<file path="src/rtl/pe_pkg.sv">
// Shared definitions for the systolic-array processing element.
// Provides the default operand/accumulator widths and the matching
// operand and accumulator types, reused by the array top level.
package pe_pkg;

  localparam int unsigned PE_DATA_W = 8;
  localparam int unsigned PE_ACC_W  = 16;

  typedef logic [PE_DATA_W-1:0] pe_operand_t;
  typedef logic [PE_ACC_W-1:0]  pe_acc_t;

endpackage

</file>
<file path="src/rtl/pe_mac.sv">
// Combinational multiply-accumulate for one PE:
//   c_o = f(c_i + a_i*b_i)
// The product is formed at 2*DATA_W bits and extended to ACC_W.
// The sum is formed at ACC_W+1 bits, then either wrapped or clamped.
// Ports:
//   a_i, b_i : DATA_W operands
//   c_i      : ACC_W incoming partial sum
//   c_o      : ACC_W next partial sum
module pe_mac
  import pe_pkg::*;
#(
  parameter int unsigned DATA_W   = PE_DATA_W,
  parameter int unsigned ACC_W    = PE_ACC_W,
  parameter int unsigned SIGNED   = 0,
  parameter int unsigned SATURATE = 0
) (
  input  logic [DATA_W-1:0] a_i,
  input  logic [DATA_W-1:0] b_i,
  input  logic [ACC_W-1:0]  c_i,
  output logic [ACC_W-1:0]  c_o
);

  logic signed [2*DATA_W-1:0] sa;
  logic signed [2*DATA_W-1:0] sb;
  logic        [2*DATA_W-1:0] prod;
  logic        [ACC_W-1:0]    prod_ext;
  logic        [ACC_W:0]      sum;

  always_comb begin
    sa       = '0;
    sb       = '0;
    prod     = '0;
    prod_ext = '0;
    sum      = '0;
    if (SIGNED != 0) begin
      sa       = {{DATA_W{a_i[DATA_W-1]}}, a_i};
      sb       = {{DATA_W{b_i[DATA_W-1]}}, b_i};
      prod     = sa * sb;
      prod_ext = ACC_W'($signed(prod));
      sum      = {c_i[ACC_W-1], c_i} + {prod_ext[ACC_W-1], prod_ext};
    end else begin
      prod     = {{DATA_W{1'b0}}, a_i} * {{DATA_W{1'b0}}, b_i};
      prod_ext = ACC_W'(prod);
      sum      = {1'b0, c_i} + {1'b0, prod_ext};
    end

    c_o = sum[ACC_W-1:0];
    if (SATURATE != 0) begin
      if (SIGNED != 0) begin
        // Signed overflow shows as the guard bit disagreeing with the MSB;
        // the guard bit carries the true sign of the result.
        if (sum[ACC_W] != sum[ACC_W-1]) begin
          c_o = sum[ACC_W] ? {1'b1, {(ACC_W-1){1'b0}}}
                           : {1'b0, {(ACC_W-1){1'b1}}};
        end
      end else if (sum[ACC_W]) begin
        c_o = '1;
      end
    end
  end

endmodule

</file>
<file path="src/rtl/just_trying_out_new_things.sv">
// Leaf processing element of the systolic matrix multiplier.
// Each enabled cycle registers cout = cin + ain*bin and forwards the
// operands: aout east, bout south. One-cycle latency on all paths.
// Ports:
//   clk    : clock, rising edge
//   reset  : synchronous active-high reset, overrides enable
//   enable : clock enable for all three registers
//   ain    : row operand from west      -> aout to east
//   bin    : column operand from north  -> bout to south
//   cin    : incoming partial sum       -> cout registered MAC result
module just_trying_out_new_things
  import pe_pkg::*;
#(
  parameter int unsigned DATA_W   = PE_DATA_W,
  parameter int unsigned ACC_W    = PE_ACC_W,
  parameter int unsigned SIGNED   = 0,
  parameter int unsigned SATURATE = 0
) (
  input  logic              clk,
  input  logic              reset,
  input  logic              enable,
  input  logic [DATA_W-1:0] ain,
  input  logic [DATA_W-1:0] bin,
  input  logic [ACC_W-1:0]  cin,
  output logic [DATA_W-1:0] aout,
  output logic [DATA_W-1:0] bout,
  output logic [ACC_W-1:0]  cout
);

  logic [DATA_W-1:0] aout_q;
  logic [DATA_W-1:0] bout_q;
  logic [ACC_W-1:0]  cout_q;
  logic [ACC_W-1:0]  cout_d;

  pe_mac #(
    .DATA_W  (DATA_W),
    .ACC_W   (ACC_W),
    .SIGNED  (SIGNED),
    .SATURATE(SATURATE)
  ) u_mac (
    .a_i(ain),
    .b_i(bin),
    .c_i(cin),
    .c_o(cout_d)
  );

  always_ff @(posedge clk) begin
    if (reset) begin
      aout_q <= '0;
      bout_q <= '0;
      cout_q <= '0;
    end else if (enable) begin
      aout_q <= ain;
      bout_q <= bin;
      cout_q <= cout_d;
    end
  end

  assign aout = aout_q;
  assign bout = bout_q;
  assign cout = cout_q;

endmodule

</file>
<file path="config.mk">
export PLATFORM = sky130hd
export DESIGN_NAME = just_trying_out_new_things
export DESIGN_NICKNAME = d
export VERILOG_FILES = /design/src/rtl/pe_pkg.sv /design/src/rtl/pe_mac.sv /design/src/rtl/just_trying_out_new_things.sv
export SDC_FILE = /design/constraint.sdc
export NUM_CORES = 1
export LEC_CHECK = 0
export CORE_AREA = 10 10 110 112
export CTS_BUF_LIST = sky130_fd_sc_hd__clkbuf_8
export CTS_CLUSTER_DIAMETER = 80
export DETAILED_ROUTE_END_ITERATION = 8
export DIE_AREA = 0 0 120 122
export REMOVE_ABC_BUFFERS = 1
export SYNTH_ARGS = -nofsm -noshare
export SYNTH_HDL_FRONTEND = slang
export SYNTH_SLANG_ARGS = --single-unit
</file>
<file path="constraint.sdc">
create_clock -name clk -period 4.72 [get_ports clk]
set_input_delay 0.472 -clock clk [delete_from_list [all_inputs] [get_ports clk]]
set_output_delay 0.472 -clock clk [all_outputs]
set_load 0.01 [all_outputs]
</file>
Yosys cells after proc, flatten, opt, wreduce, memory -nomap -nowiden --
Cells that the tools add are included. W data, S select, Z words.
Word-level totals: bits of input ports 35, logic and storage cells 5, register bits 32, output and inout port bits 32
Cells by class: add/sub/neg operators 1, multipliers 1
Operators by type and width (count):
- $add A16 B16 Y16 | 1
- $mul A8 B8 Y16 | 1

Longest topological paths before layout --
Gate-level depths: netlist of run 1.
depth in word-level cells 2, mapped depth 17, mapped depth without buffers 16

Modules after synthesis --
From an unflattened synthesis of run 1, not the netlist that was laid out.
Unflattened totals: cells, all modules 424, area total of the unflattened synthesis 3787.4 sq um
By module, submodules not included:
- pe_mac | times used 1, cells each 321, seq. area each 0.0 sq um, area an instance 2623.8 sq um
- just_trying_out_new_things | times used 1, cells each 103, seq. area each 640.6 sq um, area an instance 1163.6 sq um

Least setup slack after synthesis of run 1 --
No wires, ideal clock.
path kind input port to flip-flop, start in ain[6], end reg cout_q[13] (netlist: cout[13]), cell stages on the path 14, path buffers 1, required time 4603 ps, setup slack 336 ps, data arrival time 4267 ps, setup time 117 ps, path through clkbuf_1 -> nand2_1 -> fa_1 -> inv_1 -> fa_1 -> fa_1 -> inv_1 -> fa_1 -> inv_1 -> ha_1 -> a21oi_1 -> a211oi_1 -> or3_1 -> a32o_1
Between the ends: longest elaborated chain between the ends 2
RTL lines:
- start, declared | RTL line just_trying_out_new_things.sv:22 | input logic [DATA_W-1:0] ain,
- $mul A8 B8 Y16 | RTL line pe_mac.sv:42 | prod = {{DATA_W{1'b0}}, a_i} * {{DATA_W{1'b0}}, b_i};
- $add A16 B16 Y16 | RTL line pe_mac.sv:44 | sum = {1'b0, c_i} + {1'b0, prod_ext};
- end signal, assigned | RTL line just_trying_out_new_things.sv:55 | cout_q <= cout_d;
- end, declared | RTL line just_trying_out_new_things.sv:32 | logic [ACC_W-1:0] cout_q;
Every way passes these cells. A chain may end at the register's enable or synchronous reset.

Final worst setup path of run 1 --
start in bin[5], end reg cout_q[13] (netlist: cout[13])
Between the ends: longest elaborated chain between the ends 2
RTL lines:
- start, declared | RTL line just_trying_out_new_things.sv:23 | input logic [DATA_W-1:0] bin,
- $mul A8 B8 Y16 | RTL line pe_mac.sv:42
- $add A16 B16 Y16 | RTL line pe_mac.sv:44
Every way passes these cells.

==> metrics, run 1 <==
met3 usage under 10%; CP most frequent cell fa_1; area of the multi-input gates 0.002683 mm²; post-synth top area share roughly 27%; power after layout 2049 µW; TritonCTS Buffers 5; post-synthesis sequential area ratio between 10% and 20%; Crit path max-delay family adder cells; cts hold-fix bufs 0; largest net degree at the start of global routing 39; total gr overflow 0; Synth Flop Type dfxtp_1; Mapped Area 0.003709 mm²; CTS root buffer clkbuf_8; gp weighted congestion slightly below 0.9; GR Layer Usage met1 between 10% and 20%; DP Area 0.004836 mm²; clock sink total 32; maximum vdd drop roughly 0.22 mV; pwr dens between 400 and 500 mW/mm²; global-route met2 utilization 23.56%; Die Wd 120 µm; Setup Buffers After CTS 0; arrival time at the worst endpoint 4.74 ns; Total Routing Usage GR between 10% and 20%; first-pass GRT wire length 16.17 mm; critical path peak fanout 8; ant diodes 0; critical path cell sequence clkdlybuf4s50_1, buf_4, and2_1, fa_1, fa_1, fa_1, inv_1, fa_1, inv_1, ha_1, a21oi_1, a211oi_2, or3_1, a32o_1; RSZ-0062 raised after global routing no; fin nets 652; Routed wire per std cell around 14 µm; most common library cell in the layout ignoring fill and taps inv_1; Min-Delay Path Class reg2reg; fin crit period 4.568 ns; CP peak stage delay 0.56 ns; Cell variety after synth 42; Final ANT Viol Nets 0; yosys warns 0; Worst Reg2Reg Path Length in Cells 3; Hold Crit Endpoint cout[15]; Fill cells a little under 1000; clk buf depth 2; Hold Vio Cnt, Final 0; Pre-Repair DR Iteration Count 4; hpwl dp approximately 8 mm; setup total negative slack 0 ns; Final Skew 0 ns; share of cells above drive strength 1 12.26%; crit share post-route 96.77%; Critical R2R Capture cout[12]; final WL between 9 and 10 mm; r2r setup slk roughly 4 ns; Avg Cell Area, Syn about 9 µm²; die height 122 µm; Worst-Skew Late Latency a little under 0.3 ns; DRT iter0 DRCs 140; EDFF count, synth 0; Leakage Power around 0.0026 µW; Clk pin slew, worst setup/hold paths 0.07 ns; CP max stage cell fa_1; final setup fails 0; Final Max Slew Viols 0; sequential cell area 640.6 µm²; placed cell count around 660; most frequent cells in the layout 99 x inv_1, 53 x clkdlybuf4s50_1, 48 x fa_1; Layout Cells excl Fill ~670; top cell type by total area after synthesis fa_1; initial antenna violation count 0; Die ar. 0.01464 mm²; CP Launch Type primary input; Initial Util 36.92%; core area 0.01005 mm²; design area 0.004965 mm²; Post-synth ARST share 0%; number of global-route vias before repair approximately 3300; reg2reg start cout[12]; grt peak-use layer met2; cts repair resizes 0; outcome finished clean; Mapped Cells about 420; Vias between 3000 and 4000; Crit. End Element flip-flop; Hold Slack between 0.4 and 0.5 ns; Vias/cell 4.667; largest cells by area after synthesis fa_1 27%, dfxtp_1 17%, ha_1 12%; port bufs 66; Critical Path RT slightly below 5 ns; Setup Crit Path Kind in2reg; MaxCap Viol Count 0; flops & latches, synth 32; # IOs 67; HP Start cout[15]; WP buf/inv 4; H-tree levels 2; TritonCTS clock tree yes; Remaining DRCs 0; f_max between 200 and 250 MHz; Max-slew headroom between 30% and 40%; depth of the worst hold-timing path 2; Worst Tran Pin Value ~0.95 ns; # rows 37; area growth from synthesis to layout 33.87%
## per-layer routing
| layer | up-vias | share of wire (%) |
|---|---|---|
| li1 | 1524 | - |
| met1 | 1503 | 43 |
| met2 | 68 | 50 |
| met3 | 13 | 6.1 |
| met4 | 0 | 1.6 |
| met5 | - | 0 |
## power breakdown
| group | total [µW] | internal, µW | leakage, µW | switching [µW] |
|---|---|---|---|---|
| clock | 198 | 95.1 | 0.0000359 | 103 |
| combinational | 1510 | 769 | 0.00226 | 739 |
| sequential | 342 | 318 | 0.000264 | 24.0 |
## how the worst max path moves through the flow
stage | from | to | slack, ns | cells past startpoint
CTS | bin[3] | cout[14] | 0.05 | 15
detailed placement | bin[2] | cout[14] | -0.25 | 15
global route | bin[6] | cout[14] | 0.002 | 17
floorplan | ain[2] | cout[14] | 0.52 | 14
finish | bin[5] | cout[13] | 0.15 | 14
global placement | bin[3] | cout[14] | -0.20 | 15
## synthesized netlist by cell type (3+ instances only)
library cell / count
nor2_1: 26
clkbuf_1: 7
and3_1: 3
ha_1: 35
o21ai_0: 8
a21oi_1: 13
mux2i_1: 22
and2_1: 35
nand3_1: 4
nand2b_1: 6
or3_1: 3
nand2_1: 37
inv_1: 99
dfxtp_1: 32
xnor2_1: 5
fa_1: 50
nor3_1: 4
## metrics by stage
stage                     worst slack [ns]  util, %
final                               0.1524    49.42
after global routing              0.002456    49.42
after CTS                          0.04562    48.82
after detailed placement           -0.2537    48.14
after global placement             -0.1988    48.14
after floorplan                     0.5191        -
## worst min-delay path: stages (launching register included)
cell	delay (ns)
dfxtp_1	0.31
nand2_1	0.05
o31ai_1	0.06
## flip-flops by register name, summed over array words and instances (netlist names)
signal / count
aout: 8
bout: 8
cout: 16
## cell families (layout without fill, tap and decap cells)
group,count (synthesis),after routing,share of synthesized area (%)
flops,32,32,17.27
compound gates,41,41,7.861
simple gates,129,129,17.75
mux,22,22,5.938
fa+ha+maj,85,85,38.80
xor+xnor,5,5,1.181
buf+inv,110,216,11.20
## cell type report
| cell class | instances | area share [%] |
|---|---|---|
| multi-input combinational | 282 | 54.03 |
| timing repair buffer | 112 | 20.77 |
| sequential | 32 | 12.90 |
| inverter | 99 | 7.485 |
| tap | 136 | 3.427 |
| clock buffer | 5 | 1.386 |
(Power assumes the default switching activity.)
==> run 2: changes to the inputs <==
--- a/config.mk
+++ b/config.mk
@@ -5,11 +5,11 @@
 export SDC_FILE = /design/constraint.sdc
 export NUM_CORES = 1
 export LEC_CHECK = 0
-export CORE_AREA = 10 10 110 112
-export CTS_BUF_LIST = sky130_fd_sc_hd__clkbuf_8
+export CORE_AREA = 2 2 102 104
+export CTS_BUF_LIST = sky130_fd_sc_hd__clkbuf_4 sky130_fd_sc_hd__clkbuf_8 sky130_fd_sc_hd__clkbuf_16
 export CTS_CLUSTER_DIAMETER = 80
 export DETAILED_ROUTE_END_ITERATION = 8
-export DIE_AREA = 0 0 120 122
+export DIE_AREA = 0 0 104 106
 export REMOVE_ABC_BUFFERS = 1
 export SYNTH_ARGS = -nofsm -noshare
 export SYNTH_HDL_FRONTEND = slang
==> metrics, run 2 (synthesis results as in run 1) <==
outcome finished clean (unchanged); reg2reg start cout[12] (unchanged); CTS root buffer clkbuf_8 (unchanged); critical path cell sequence clkdlybuf4s50_1, nand2_1, fa_1, inv_1, fa_1, inv_1, fa_1, fa_1, inv_1, ha_1, and2_1, a41oi_2, a21oi_1, or3_1, a32o_1 (was clkdlybuf4s50_1, buf_4, and2_1, fa_1, fa_1, fa_1, inv_1, fa_1, inv_1, ha_1, a21oi_1, a211oi_2, or3_1, a32o_1); cts hold-fix bufs 0 (unchanged); largest net degree at the start of global routing 39 (unchanged); Final Max Slew Viols 0 (unchanged); Critical R2R Capture cout[12] (unchanged); H-tree levels 2 (unchanged); port bufs 66 (unchanged); Fill cells 991 (was 978); r2r setup slk 3.99 ns (about the same); Remaining DRCs 0 (unchanged); CP peak stage delay 0.61 ns (was 0.56 ns); number of flip-flops under the largest register name 16 (unchanged); most common library cell in the layout ignoring fill and taps inv_1 (unchanged); Vias/cell 4.646 (was 4.667); MaxCap Viol Count 0 (unchanged); Final Skew 0 ns (unchanged); Max-slew headroom 38.09% (was 36.96%); WP buf/inv 4 (unchanged); Leakage Power 0.002565 µW (was 0.002558 µW); Min-Delay Path Class reg2reg (unchanged); # IOs 67 (unchanged); depth of the worst hold-timing path 2 (unchanged); Routed wire per std cell 13.26 µm (was 14.08 µm); Crit. End Element flip-flop (unchanged); Setup Crit Path Kind in2reg (unchanged); Worst Tran Pin Value 0.9286 ns (was 0.9456 ns); crit share post-route 97.83% (was 96.77%); Hold Slack 0.4727 ns (was 0.4671 ns); # rows 37 (unchanged); pwr dens 420.4 mW/mm² (was 412.6 mW/mm²); fin crit period 4.618 ns (was 4.568 ns); maximum vdd drop 0.2054 mV (was 0.2249 mV); f_max 216.6 MHz (was 218.9 MHz); TritonCTS Buffers 5 (unchanged); total gr overflow 0 (unchanged); Clk pin slew, worst setup/hold paths 0.08 ns (was 0.07 ns); Die Wd 104 µm (was 120 µm); power after layout 2088 µW (was 2049 µW); Pre-Repair DR Iteration Count 4 (unchanged); initial antenna violation count 0 (unchanged); hpwl dp 7.435 mm (was 8.033 mm); DP Area 0.004806 mm² (was 0.004836 mm²); Hold Vio Cnt, Final 0 (unchanged); Crit path max-delay family adder cells (unchanged); ant diodes 0 (unchanged); most frequent cells in the layout 99 x inv_1, 53 x clkdlybuf4s50_1, 48 x fa_1 (unchanged); CP Launch Type primary input (unchanged); Vias 3094 (was 3108); Initial Util 37.09% (was 36.92%); arrival time at the worst endpoint 4.81 ns (was 4.74 ns); Worst-Skew Late Latency 0.29 ns (about the same); clock sink total 32 (unchanged); Final ANT Viol Nets 0 (unchanged); Critical Path RT 4.91 ns (was 4.90 ns); Hold Crit Endpoint cout[15] (unchanged); die height 106 µm (was 122 µm); core area 0.01000 mm² (was 0.01005 mm²); CP max stage cell clkdlybuf4s50_1 (was fa_1); critical path peak fanout 4 (was 8); share of cells above drive strength 1 11.89% (was 12.26%); clk buf depth 2 (unchanged); RSZ-0062 raised after global routing no (unchanged); area growth from synthesis to layout 33.91% (was 33.87%); Die ar. 0.01102 mm² (was 0.01464 mm²); gp weighted congestion 0.8776 (was 0.8728); number of global-route vias before repair 3205 (was 3346); TritonCTS clock tree yes (unchanged); HP Start cout[15] (unchanged); first-pass GRT wire length 15.44 mm (was 16.17 mm); CP most frequent cell fa_1 (unchanged); final WL 8.831 mm (was 9.378 mm); DRT iter0 DRCs 93 (was 140); Total Routing Usage GR 17.36% (was 13.56%); Worst Reg2Reg Path Length in Cells 3 (unchanged); design area 0.004966 mm² (was 0.004965 mm²); final setup fails 0 (unchanged); fin nets 649 (was 652)
run 2: cell count changes in the layout (fill, tap and decap cells not counted), sizes merged:
cell / previous run / this run
clkinv: 0 / 1
clkbuf: 5 / 6
bufinv: 0 / 1
buf: 47 / 44
run 2: per-layer routing:
layer / global-route usage [%] / vias to the layer above / routed length, µm
li1: - / 1520 / -
met1: 22.98 / 1505 / 3924
met2: 28.95 / 59 / 4419
met3: 3.250 / 10 / 367
met4: 5.212 / 0 / 120
met5: 0 / - / 0
run 2: timing repair:
item                                    4_1_cts  5_1_grt
endpoints found under the setup margin        0        7
setup buffers                                 0        1
gates resized for setup                       0       16
run 2: through the flow:
| step | TNS (ns) | util, % | setup WS, ns | instances |
|---|---|---|---|---|
| final | 0 | 49.66 | 0.1022 | 666 |
| after detailed placement | -1.402 | 48.06 | -0.2883 | 657 |
| after global routing | 0 | 49.66 | 0.00007194 | 666 |
| after CTS | 0 | 49.17 | 0.01886 | 665 |
| after floorplan | 0 | - | 0.5191 | 413 |
| after global placement | -0.8841 | 48.06 | -0.2142 | 657 |
run 2: worst reg2reg max path, stage by stage (launching register included):
cell	delay (ns)
dfxtp_1	0.31
nor3b_1	0.13
nor2_1	0.11
nand3_1	0.07
run 2: power by group:
| part | switching (µW) | internal, µW |
|---|---|---|
| clock network | 115 | 163 |
| registers | 24.8 | 318 |
| logic | 719 | 749 |
| total | 859 | 1230 |
run 2: how the worst max path moves through the flow:
stage | start | end | slack (ns) | cells past startpoint
floorplan | ain[2] | cout[14] | 0.52 | 14
global placement | bin[4] | cout[14] | -0.21 | 15
detailed placement | ain[1] | cout[14] | -0.29 | 15
CTS | ain[1] | cout[14] | 0.02 | 15
global route | bin[0] | cout[14] | 0.00007 | 16
finish | bin[0] | cout[14] | 0.10 | 15
run 2: layout make-up:
type | instances | area (µm²) | share of cell area (%)
Tap cell | 136 | 170.2 | 3.427
Inverter | 99 | 371.6 | 7.483
Sequential cell | 32 | 640.6 | 12.90
Clock buffer | 6 | 76.32 | 1.537
Timing Repair Buffer | 109 | 1008 | 20.31
Multi-Input combinational cell | 282 | 2664 | 53.64
Clock inverter | 2 | 35.03 | 0.7055
